`config.mk`:
```
export PLATFORM = sky130hd
export DESIGN_NAME = stream_fifo_16
export DESIGN_NICKNAME = d
export VERILOG_FILES = /design/src/rtl/stream_fifo_16.sv
export SDC_FILE = /design/constraint.sdc
export NUM_CORES = 1
export LEC_CHECK = 0
export CAP_MARGIN = 20
export CELL_PAD_IN_SITES_DETAIL_PLACEMENT = 1
export CELL_PAD_IN_SITES_GLOBAL_PLACEMENT = 1
export CORE_ASPECT_RATIO = 0.7
export CORE_MARGIN = 4
export CORE_UTILIZATION = 50
export DETAILED_ROUTE_END_ITERATION = 8
export PLACE_DENSITY = 0.78
export SETUP_SLACK_MARGIN = 0.15
export SLEW_MARGIN = 15
export SYNTH_ARGS = -nofsm -noshare
export SYNTH_HDL_FRONTEND = slang
export SYNTH_SLANG_ARGS = --single-unit
```
`constraint.sdc`:
```
create_clock -name clk -period 4.9 [get_ports clk]
set_input_delay 0.49 -clock clk [delete_from_list [all_inputs] [get_ports clk]]
set_output_delay 0.49 -clock clk [all_outputs]
set_load 0.005 [all_outputs]
```
`src/rtl/stream_fifo_16.sv`:
```
// Single-clock first-word-fall-through stream FIFO with an advisory
// almost-full output and a sticky overflow flag for the non-stallable source.
module stream_fifo_16 #(
  parameter int WIDTH     = 32,
  parameter int DEPTH     = 16,
  parameter int AFULL_LVL = 12
) (
  input  logic                   clk,
  input  logic                   rst,
  input  logic [WIDTH-1:0]       i_fifo,
  input  logic                   srdyi_fifo,
  output logic                   drdyo_fifo,
  output logic [WIDTH-1:0]       o_fifo,
  output logic                   srdyo_fifo,
  input  logic                   drdyi_fifo,
  output logic [$clog2(DEPTH):0] count,
  output logic                   ovf
);

  localparam int AW = $clog2(DEPTH);
  localparam int CW = AW + 1;
  localparam logic [CW-1:0] C_DEPTH = CW'(DEPTH);
  localparam logic [CW-1:0] C_AFULL = CW'(AFULL_LVL);

  logic [WIDTH-1:0] r_mem [DEPTH];
  logic [AW-1:0]    r_wp;
  logic [AW-1:0]    r_rp;
  logic [CW-1:0]    r_count;
  logic             r_ovf;

  logic w_empty;
  logic w_full;
  logic w_pop;
  logic w_push;
  logic w_drop;

  assign w_empty = (r_count == '0);
  assign w_full  = (r_count == C_DEPTH);
  assign w_pop   = ~w_empty & drdyi_fifo;
  // A full queue still accepts a word when the head leaves in the same cycle.
  assign w_push  = srdyi_fifo & (~w_full | w_pop);
  assign w_drop  = srdyi_fifo & w_full & ~w_pop;

  always_ff @(posedge clk) begin
    if (w_push && !rst) begin
      r_mem[r_wp] <= i_fifo;
    end
  end

  always_ff @(posedge clk) begin
    if (rst) begin
      r_wp    <= '0;
      r_rp    <= '0;
      r_count <= '0;
      r_ovf   <= 1'b0;
    end else begin
      if (w_push) begin
        r_wp <= r_wp + AW'(1);
      end
      if (w_pop) begin
        r_rp <= r_rp + AW'(1);
      end
      if (w_push && !w_pop) begin
        r_count <= r_count + CW'(1);
      end else if (w_pop && !w_push) begin
        r_count <= r_count - CW'(1);
      end
      if (w_drop) begin
        r_ovf <= 1'b1;
      end
    end
  end

  // Gating on empty keeps stale storage from ever reaching the output.
  assign o_fifo     = w_empty ? '0 : r_mem[r_rp];
  assign srdyo_fifo = ~w_empty;
  assign drdyo_fifo = (r_count < C_AFULL);
  assign count      = r_count;
  assign ovf        = r_ovf;

endmodule

```
## Yosys cells after proc, flatten, opt, wreduce, memory -nomap -nowiden

Memories as Yosys holds them, arrays and structs flattened. A register that Yosys moved wholly into a read port is not among the register bits.
Cells that the tools add are included.

- Memory bits (read-only): 0
- Input bits: 36
- Latch bits: 0
- Memories: 1
- Register bits: 14
- Logic and storage cells: 34
- Memory bits (writable): 512
- Output and inout port bits: 40

Memories:

| memory | depth | width | rd ports | clocked after Yosys merged registers in | wr ports | RTL line | text |
|---|---|---|---|---|---|---|---|
| r_mem | 16 | 32 | 1 | 1 | 1 | 25 | `logic [WIDTH-1:0] r_mem [DEPTH];` |

- Multipliers: 0
- Equality and inequality tests: 1
- Reductions and logical operators: 8
- Mux-type cells: 7
- Shift operators: 0
- Divide/modulo/power cells: 0
- Bitwise logic cells: 8
- $lt $le $gt $ge: 1
- $add $sub $neg: 4

Operators with widths:

| operator | count |
|---|---|
| 32-bit 2-to-1 mux | 1 |
| 5-bit 2-to-1 mux | 2 |
| 4-bit by 1-bit adder with 4-bit output (second input constant) | 2 |
| 4-bit 2-to-1 mux | 2 |
| 5-bit by 1-bit adder with 5-bit output (second input constant) | 1 |
| 5-bit == test (second input constant) | 1 |
| 5-bit logical NOT | 1 |
| 5-bit by 4-bit < comparator with 1-bit output (second input constant) | 1 |
| 5-bit by 1-bit subtractor with 5-bit output (second input constant) | 1 |
| 1-bit bitwise AND | 4 |
| 1-bit logical AND | 3 |
| 1-bit logical NOT | 3 |
| 1-bit NOT | 3 |
| 1-bit 2-to-1 mux | 2 |
| 2-bit nonzero test | 1 |
| 1-bit OR | 1 |

## Logic depth before layout (Yosys ltp)

- Word-level depth: 9
- Depth in mapped cells: 11

## Worst setup path after synthesis

No wires, ideal clock.

- Path kind: reg-to-reg
- From: register r_count[4], in the netlist count[4]
- To: memory r_mem[0][0], enable pin
- Buffers on the path: 1
- Period minus slack after synthesis: 3.891 ns
- Required time: 4.439 ns
- Setup slack: 1.009 ns
- Library setup time: 0.461 ns
- Arrival time: 3.430 ns
- Cell stages (with the launch flop): 6
- Path through: dfxtp_1 > clkbuf_1 > nor2b_1 > a211oi_1 > nand2_1 > nor3_1

- Word-level cells in the longest chain between the ends: 8
- Elaborated cells between the ends (all ways): 10

Ends and longest elaborated chain:

| item | RTL line | text |
|---|---|---|
| start: declaration | 28 | `logic [CW-1:0] r_count;` |
| start signal: assignment | 64 | `r_count <= r_count + CW'(1);` |
| start signal: assignment | 66 | `r_count <= r_count - CW'(1);` |
| 5-bit logical NOT | 37 | `assign w_empty = (r_count == '0);` |
| 1-bit NOT | 39 | `assign w_pop = ~w_empty & drdyi_fifo;` |
| 1-bit bitwise AND | 39 |  |
| 1-bit OR (*) | 41 | `assign w_push = srdyi_fifo & (~w_full \| w_pop);` |
| 1-bit bitwise AND (*) | 41 |  |
| 1-bit logical AND (*) | 45 | `if (w_push && !rst) begin` |
| 1-bit 2-to-1 mux (*) | 45 |  |
| 1-bit 2-to-1 mux (implied by the code) (*) | 46 | `r_mem[r_wp] <= i_fifo;` |
| end: declaration | 25 |  |

Mark *: on every way between the ends. The rest lies on a longest branch, timed or not.

## Worst setup path after layout

- From: register r_count[3], in the netlist count[3]
- To: output port o_fifo[17]

- Word-level cells in the longest chain between the ends: 2

Ends and longest elaborated chain:

| item | RTL line | text |
|---|---|---|
| 5-bit logical NOT | 37 |  |
| 32-bit 2-to-1 mux | 75 | `assign o_fifo = w_empty ? '0 : r_mem[r_rp];` |
| end: declaration | 13 | `output logic [WIDTH-1:0] o_fifo,` |

Every way passes these cells.

==> impl_metrics.csv <==
group,metric,value,unit
outcome,run_status,"finished, final reports clean",
floorplan,core.rowCount,61,
clocking,worstSkewPairLatency,0.57,ns
yosys,syn-cell-area,0.0204,mm^2
layout,nets,1064,
routing,drt-total-wl,46100,um
pwr,static-leakage-power,7.22,nW
layout,final_layout_size_suffix_gt1_frac,0.273,
routing,routedWlPerCell,29.1,um
grt,grt_antenna_before_repair,0,
critical_path,critPathCaptureType,"output port",
grt,grt_first_pass_wirelength,68900,um
place,dp_slack,1.35,ns
critical_path,cp_max_fo,26,
routing,detail_route.vias_per_cell,6.09,
critical_path,timing.critical_path.arrival,3.62,ns
critical_path,r2r.worst_path.cells,10,
critical_path,critical_path.cell_chain,"or4_1 -> o211ai_4 -> buf_4 -> nor2b_1 -> a221o_1 -> clkdlybuf4s50_1",
timing,setup-violations-final,0,
routing,drt_pre_antenna_iters,5,
min_path,hold_class,"flip-flop to flip-flop",
clocking,cts_tree,"built",
routing,drt_drc_violations_left,0,
min_path,min_path_cells,2,
timing,totalNegativeSetupSlack,0,ns
yosys,synth_mux_area_frac,0.161,
run,max_cap_viol_count,0,
floorplan,coreArea,0.0400,mm^2
pwr,power-per-cell-area,472,mW/mm^2
timing,timing.final.crit_share,0.838,
clocking,path_clk_slew,0.07,ns
timing,final_period_minus_worst_setup_slack,4.11,ns
grt,track_usage,0.212,
critical_path,cp_data_required_time,4.41,ns
clocking,post_cts_hold_buffer_count,0,
layout,synthToLayoutAreaGrowth,15.6,%
yosys,synth_top_family_by_area,"multiplexers",
timing,grt_setup_unrepaired,"no",
clocking,cts.path.max_buffers,3,
timing,worst_clock_skew,0.0179,ns
yosys,synth-compound-area-share,0.0215,
clocking,cts-buffers-inserted,48,
timing,report.final.hold_viol_count,0,
yosys,synth_seq_cells,530,
yosys,synth_warnings,0,
pwr,total_power,11.1,mW
yosys,synth_cells,905,
routing,detailedRoute.firstIterationViolations,998,
yosys,mappedNetlistNets,952,
clocking,post_cts_resize_count,0,
clocking,htree_num_levels,2,
yosys,synth_simple_gate_area_share,0.0218,
layout,insertedDiodeCount,0,
yosys,synthAdderAreaFrac,0.00713,
place,io_buffers,75,
floorplan,die_height,177,um
layout,fillers,3358,
floorplan,fp.dieArea,0.0441,mm^2
yosys,synth_async_sr_flop_share,0,
yosys,synthesis.area_per_instance,22.5,um^2
floorplan,i_o_pin_total,76,
yosys,xor_and_xnor_area_share_after_synthesis,0.00387,
critical_path,crit_type,"flip-flop to output port",
critical_path,timing.critical_path.slowest_cell_delay,0.90,ns
routing,final_antenna_net_count,0,
grt,grt-ovfl-total,0,
clocking,clkSinkCount,530,
grt,vias_in_the_first_global_route,10300,
clocking,clock_tree.root_cell,"sky130_fd_sc_hd__clkbuf_16",
yosys,synthDistinctLibCells,34,
critical_path,start_kind,"flip-flop",
yosys,count_of_flip_flops_with_a_built_in_enable_after_synthesis,512,
critical_path,timing.critical_path.slowest_stage_cell,"sky130_fd_sc_hd__o211ai_4",
timing,setup_ws,0.794,ns
yosys,synth.yosys.seq_area_share,0.773,
place,hpwlAfterDp,26200,um
timing,maxSlewHeadroom,0.272,
timing,report.final.slew_viol_count,0,
floorplan,initial_standard_cell_utilization_of_the_core,0.509,
grt,largest_net_degree_at_the_start_of_global_routing,45,
routing,detailroute.via_count,9658,
place,finalWeightedCongestion,0.754,
yosys,synthFlopType,"sky130_fd_sc_hd__edfxtp_1",
floorplan,die_width,249,um
pwr,ir_worst_vdd,319,uV
timing,timing_worst_slew_pin_value,1.09,ns
timing,maxClockFrequency,244,MHz
clocking,cts.repair_timing.setup_buffer_count,0,
-- flip-flops by register name, indices dropped and copies added (netlist names), named ones only --
register	cells
r_mem	512
ovf	1
r_wp	4
r_rp	4
count	5
-- routing by layer --
metal / wire length, um / share of wire / track usage
met4: 513 / 0.011 / 0.0374
met5: 0 / 0 / 0
met2: 22800 / 0.49 / 0.340
met3: 2910 / 0.063 / 0.0351
met1: 19900 / 0.43 / 0.318
-- power by group --
part,total (mW),switching (mW),internal (mW)
sequential,5.21,0.156,5.05
clock,3.54,1.60,1.94
combinational,2.36,1.01,1.35
total,11.1,2.77,8.34
-- kinds of logic (layout without fill, tap and decap cells) --
| kind of cell | after synthesis | count (layout) |
|---|---|---|
| flops | 530 | 530 |
| mux | 163 | 163 |
| simple gates | 86 | 86 |
| buf+inv | 56 | 201 |
| compound gates | 50 | 50 |
| fa+ha+maj | 11 | 11 |
| xor+xnor | 9 | 9 |
-- stage by stage --
step                cells  cell area, um^2  hold WS, ns   util
floorplan             905            20400        0.461      -
detailed placement   1498            22000        0.504  0.550
finish               1585            23500        0.508  0.589
CTS                  1581            23400        0.520  0.586
global route         1585            23500        0.562  0.589
global placement     1498            22000        0.497  0.550
-- worst max-delay path, delay by kind of cell (launching register included) --
family          cells  cell delay [ns]
simple gates        2             0.75
buf+inv             2             0.76
flops               1             0.35
compound gates      2             1.17
-- placed cells by master, fill, tap and decap left out, types with 6 or more instances in the layout --
cell type	synthesis	layout
sky130_fd_sc_hd__edfxtp_1	512	512
sky130_fd_sc_hd__mux4_2	128	128
sky130_fd_sc_hd__clkdlybuf4s50_1	0	75
sky130_fd_sc_hd__clkbuf_16	0	48
sky130_fd_sc_hd__nor2b_1	35	34
sky130_fd_sc_hd__mux2_2	33	33
sky130_fd_sc_hd__a221o_1	32	32
sky130_fd_sc_hd__buf_4	3	29
sky130_fd_sc_hd__nor2_1	30	17
sky130_fd_sc_hd__dfxtp_1	18	15
sky130_fd_sc_hd__nor2_4	0	13
sky130_fd_sc_hd__clkinv_1	0	12
sky130_fd_sc_hd__clkinv_2	0	12
sky130_fd_sc_hd__ha_1	10	10
sky130_fd_sc_hd__inv_1	7	7
sky130_fd_sc_hd__nand2_1	6	6
sky130_fd_sc_hd__xor2_1	6	6
-- area by class of cell --
cell class	count	area [um^2]	area share
Clock buffer	54	1250	0.0533
Clock inverter	29	198	0.00840
Inverter	7	26.3	0.00112
Multi-Input combinational cell	319	4510	0.192
Sequential cell	530	15700	0.669
Tap cell	535	669	0.0284
Timing Repair Buffer	111	1130	0.0481
-- synth_stat cells, types with 3 or more instances --
cell	count	area [um^2]
sky130_fd_sc_hd__a211oi_1	3	22.5
sky130_fd_sc_hd__a21oi_1	5	25.0
sky130_fd_sc_hd__a221o_1	32	320
sky130_fd_sc_hd__buf_2	23	115
sky130_fd_sc_hd__buf_4	3	22.5
sky130_fd_sc_hd__clkbuf_1	20	75.1
sky130_fd_sc_hd__dfxtp_1	18	360
sky130_fd_sc_hd__edfxtp_1	512	15400
sky130_fd_sc_hd__ha_1	10	125
sky130_fd_sc_hd__inv_1	7	26.3
sky130_fd_sc_hd__mux2_2	33	372
sky130_fd_sc_hd__mux4_2	128	2880
sky130_fd_sc_hd__nand2_1	6	22.5
sky130_fd_sc_hd__nand2b_1	4	25.0
sky130_fd_sc_hd__nor2_1	30	113
sky130_fd_sc_hd__nor2b_1	35	219
sky130_fd_sc_hd__nor3_1	4	20.0
sky130_fd_sc_hd__o211ai_1	3	22.5
sky130_fd_sc_hd__xnor2_1	3	26.3
sky130_fd_sc_hd__xor2_1	6	52.6
-- path summary, 6_finish.rpt --
kind	startpoint	to	slack, ns
setup / recovery	count[3]	o_fifo[17]	0.79
hold / removal	ovf	ovf	0.51
setup reg to reg	count[3]	count[4]	1.58
hold reg to reg	ovf	ovf	0.51
Note: power is estimated with default switching activity, not from simulation.
